File: config.mk
export PLATFORM = sky130hd
export DESIGN_NAME = task3_resp
export DESIGN_NICKNAME = d
export VERILOG_FILES = /design/src/rtl/task3_resp.sv
export SDC_FILE = /design/constraint.sdc
export NUM_CORES = 1
export LEC_CHECK = 0
export BUFFER_PORTS_ARGS = -buffer_cell sky130_fd_sc_hd__clkbuf_2
export CAP_MARGIN = 40
export CORE_ASPECT_RATIO = 0.75
export CORE_UTILIZATION = 48
export CTS_BUF_LIST = sky130_fd_sc_hd__clkbuf_8
export CTS_CLUSTER_DIAMETER = 200
export CTS_CLUSTER_SIZE = 16
export DETAILED_ROUTE_END_ITERATION = 6
export PLACE_DENSITY_LB_ADDON = 0.08
export SYNTH_ARGS = -nofsm -noshare
export SYNTH_HDL_FRONTEND = slang
export SYNTH_SLANG_ARGS = --single-unit
File: constraint.sdc
create_clock -name clk -period 4.4 [get_ports clk]
set_input_delay 0.66 -clock clk [delete_from_list [all_inputs] [get_ports clk]]
set_output_delay 0.66 -clock clk [all_outputs]
set_load 0.02 [all_outputs]
File: src/rtl/task3_resp.sv
// Responder for the task3 protocol: a fixed-length transaction engine with abort/retry
// signalling, plus an independent four-phase req/ack responder with a programmable delay.
module task3_resp #(
  parameter int unsigned LEN     = 4,
  parameter int unsigned ACK_DLY = 2,
  parameter bit          IRQ_EN  = 1'b1
) (
  input  logic clk,
  input  logic rst,
  input  logic enable,
  input  logic start,
  input  logic stop,
  input  logic req,
  output logic rdy,
  output logic endd,
  output logic status_valid,
  output logic interrupt,
  output logic er,
  output logic rt,
  output logic ack
);

  typedef enum logic [1:0] {IDLE, BUSY, DONE, ERR} state_e;

  localparam logic [7:0] LEN_M1    = 8'(LEN - 1);
  localparam logic [3:0] ACK_DLY_W = 4'(ACK_DLY);

  state_e     state_q, state_d;
  logic [7:0] cnt_q, cnt_d;
  logic [3:0] wait_q, wait_d;
  logic       endd_q, endd_d;
  logic       sv_q, sv_d;
  logic       irq_q, irq_d;
  logic       er_q, er_d;
  logic       rt_q, rt_d;
  logic       ack_q, ack_d;

  assign rdy = (state_q == IDLE) && enable;

  always_comb begin
    state_d = state_q;
    cnt_d   = cnt_q;
    rt_d    = rt_q;
    case (state_q)
      IDLE: begin
        if (start && enable) begin
          state_d = BUSY;
          cnt_d   = LEN_M1;
          rt_d    = 1'b0;
        end
      end
      BUSY: begin
        if (stop)               state_d = ERR;
        else if (cnt_q == 8'd0) state_d = DONE;
        else                    cnt_d = cnt_q - 8'd1;
      end
      DONE:    state_d = IDLE;
      ERR: begin
        state_d = IDLE;
        rt_d    = 1'b1;
      end
      default: state_d = IDLE;
    endcase

    endd_d = (state_d == DONE);
    sv_d   = endd_d;
    irq_d  = endd_d & IRQ_EN;
    // A violation on the completing edge is dropped so er never overlaps endd;
    // one on a stop edge merges into the single ERR pulse.
    er_d   = (state_d == ERR) || ((state_q == BUSY) && start && (state_d == BUSY));
  end

  always_comb begin
    wait_d = wait_q;
    ack_d  = ack_q;
    if (ack_q) begin
      if (!req) ack_d = 1'b0;
    end else if (req) begin
      if (wait_q == ACK_DLY_W) begin
        ack_d  = 1'b1;
        wait_d = 4'd0;
      end else begin
        wait_d = wait_q + 4'd1;
      end
    end else begin
      wait_d = 4'd0;
    end
  end

  always_ff @(posedge clk) begin
    if (rst) begin
      state_q <= IDLE;
      cnt_q   <= 8'd0;
      wait_q  <= 4'd0;
      endd_q  <= 1'b0;
      sv_q    <= 1'b0;
      irq_q   <= 1'b0;
      er_q    <= 1'b0;
      rt_q    <= 1'b0;
      ack_q   <= 1'b0;
    end else begin
      state_q <= state_d;
      cnt_q   <= cnt_d;
      wait_q  <= wait_d;
      endd_q  <= endd_d;
      sv_q    <= sv_d;
      irq_q   <= irq_d;
      er_q    <= er_d;
      rt_q    <= rt_d;
      ack_q   <= ack_d;
    end
  end

  assign endd         = endd_q;
  assign status_valid = sv_q;
  assign interrupt    = irq_q;
  assign er           = er_q;
  assign rt           = rt_q;
  assign ack          = ack_q;

endmodule

==> results.md <==
* Final Worst Setup Slack at 2.48 ns
* Via/cell ratio at around 5.6
* Post-CTS Setup Inserts at 0
* Clock buffer depth at 2
* Drt first pass iters at 4
* Placer Congestion at ~0.82
* CTS resizes at 0
* R2r startpoint: state_q[0]
* Minimum clock period at 1.92 ns
* CP Capture Type: output port
* Mapped Nets at between 100 and 150
* Area of the die at approximately 2100 sq um
* XOR/XNOR Fraction of Synth Area at less than 1%
* Worst slew margin at 73.4%
* HP Start: cnt_q[4]
* Tcrit/Tclk final at a little over two fifths
* Vias in the first global route at roughly 620
* Num CTS Buffers at 3
* Main synth FF type: dfxtp_1
* Internal at 293 uW
* FP Rows at 13
* Area share of fa/ha/maj cells after synthesis at under 10%
* Overall routing resource usage at 18.6%
* Dpl ws at about 2.4 ns
* Synth area leaders: dfxtp_1, o21ai_0, ha_1
* Fin Setup TNS at 0 ns
* FF+latch count, synth at 18
* Synth Area per Inst at a little over 9 sq um
* 1st-iter DRT viols at 26
* Most frequent cells after synthesis: dfxtp_1, o21ai_0, nor2_1
* Clock H-tree levels at 1
* Leakage at approximately 0.00043 uW
* First-pass GRT wire length at about 2700 um
* Drt wl/cell at roughly 12 um
* Worst EP required at around 3.7 ns
* Worst skew pair latency at around 0.25 ns
* Largest area contributor in the netlist: dfxtp_1
* CP arrival at 1.26 ns
* Fraction of registers with async set/reset at 0%
* Final Max Tran Viols at 0
* Combinational family with the most area after synthesis: simple AND/OR/NAND/NOR gates
* Post-Synth Simple-Gate Area at between 20 and 30%
* Clock share of power at 32.3%
* Syn-to-layout area delta at 13.6%
* Syn Inst Count at 100
* Clk sinks at 18
* Antenna violations before repair at 0
* Worst Skew at 0.000749 ns
* Total wire length at roughly 1700 um
* VDD IR max at roughly 270 uV
* RSZ-0062 raised after global routing: false
* Yosys warns at 0
* Final setup violation count at 0
* Syn Std Cell Area at 912 sq um
* Hold slack at between 0.5 and 0.6 ns
* Upper clock frequency limit at slightly above 0.5 GHz
* Routed Antenna Nets at 0
* Combinational power share at between 20% and 30%
* Slew @ Worst Pin at 0.396 ns
* I/O pin count at 13
* Final hold viol count at 0
* NetSw at 119 uW
* Core box area at between 1500 and 2000 sq um
* Die Width at between 50 and 60 um
* Fin nets at 123
* Count of distinct cell types in the synthesized netlist at 36
* Most frequent cell after synthesis: dfxtp_1
* Sequential element share of the synthesized area at approximately two fifths
* Hold bufs inserted after CTS at 0
* DRC viols at 0
* Sequential Power Share at a little under half
* Final Util at 59.0%
* Clock slew seen by the registers of the worst setup and hold paths at roughly 0.070 ns
* Starting density of the core at roughly half
* Root cell of the clock tree: clkbuf_8
* Status: finished, final reports clean
* Chip height at between 30 and 40 um
* TritonCTS clock tree: built
* EDFF count, synth at 0
* N_diodes at 0
* DR vias at between 700 and 800
* Crit start category: input port
* Hold Crit Class: reg2reg
* Critical path origin: enable
* Critical path class: in2out
* Multiplexer share of the synthesized area at under 10%
* IO Port Bufs at 12
* Largest net degree at the start of global routing at 13
* Max Cap Viol at 0
* Synth Area in Compound Gates at 18.9%
* CP max FO at 3
* Post-DP HPWL at approximately 1200 um
* Gr ovfl total at 0
* Pwr per Cell Area at 398 nW/um^2
* Synth top area share at 39.5%
* Sw frac at between 20 and 30%
* Layout cells sized above 1 at approximately 22%
## power by group through the flow
| stage | combinational, uW | sequential, uW | clock [uW] |
|---|---|---|---|
| floorplan | 69.9 | 191 | 0 |
| global placement | 86.4 | 193 | 0 |
| detailed placement | 87.2 | 193 | 0 |
| CTS | 87.8 | 189 | 137 |
| global route | 98.8 | 192 | 145 |
| finish | 89.1 | 190 | 133 |
## worst paths after layout
check             end  cells after the start  slack (ns)
max               rdy                      3        2.48
min          cnt_q[4]                      2        0.51
max reg2reg  cnt_q[7]                      4        2.70
min reg2reg  cnt_q[4]                      2        0.51
## sequential cells by signal, summed over array words and instances, names as in the netlist
register   count
ack            1
cnt_q          8
er             1
interrupt      1
rt             1
state_q        2
wait_q         4
## cell usage in the layout (no fill, tap or decap), types with 2 or more instances in the layout
| cell type | synthesis | routed |
|---|---|---|
| clkbuf_8 | 0 | 4 |
| mux2i_1 | 3 | 3 |
| a211oi_1 | 2 | 2 |
| inv_1 | 4 | 4 |
| dfxtp_1 | 18 | 18 |
| o21ai_0 | 9 | 9 |
| nand3_1 | 3 | 3 |
| nor3b_1 | 2 | 2 |
| or3_1 | 3 | 3 |
| or2_2 | 3 | 3 |
| and3_1 | 2 | 2 |
| clkbuf_2 | 0 | 12 |
| a21oi_1 | 7 | 7 |
| nor2_1 | 8 | 8 |
| nor4_1 | 2 | 2 |
| ha_1 | 3 | 3 |
| nor2b_1 | 3 | 3 |
| nand2_1 | 7 | 7 |
## layer usage
layer / vias up / wire (um) / track usage, %
met2: 23 / 656 / 25.9
met5: - / 0 / 0
met3: 3 / 117 / 7.36
met1: 342 / 896 / 26.4
li1: 384 / - / -
met4: 0 / 8 / 3.95
## cells by family after synthesis
group / count (synthesis)
DFF: 18
xor gates and xnor gates: 1
adders and majority gates: 3
buffers and inverters: 7
AOI/OAI and AO/OA: 26
muxes: 3
and+or+nand+nor: 42
## through the flow
step | instance area [sq um] | cells | power, uW
after CTS | 1040 | 135 | 414
after global placement | 981 | 131 | 279
final | 1040 | 135 | 412
after detailed placement | 981 | 131 | 280
after floorplan | 912 | 100 | 261
after global routing | 1040 | 135 | 436
## final cells by class
cell class	instances	area, sq um
Inverter	4	15.0
Clock buffer	4	55.1
Sequential cell	18	360
Tap cell	22	27.5
Multi-Input combinational cell	75	518
Timing Repair Buffer	12	60.1
Fill cell	165	721
## worst max-delay path, stage by stage
cell	delay [ns]
clkbuf_2	0.09
nor3b_1	0.29
clkbuf_2	0.23
(Power assumes the default switching activity.)
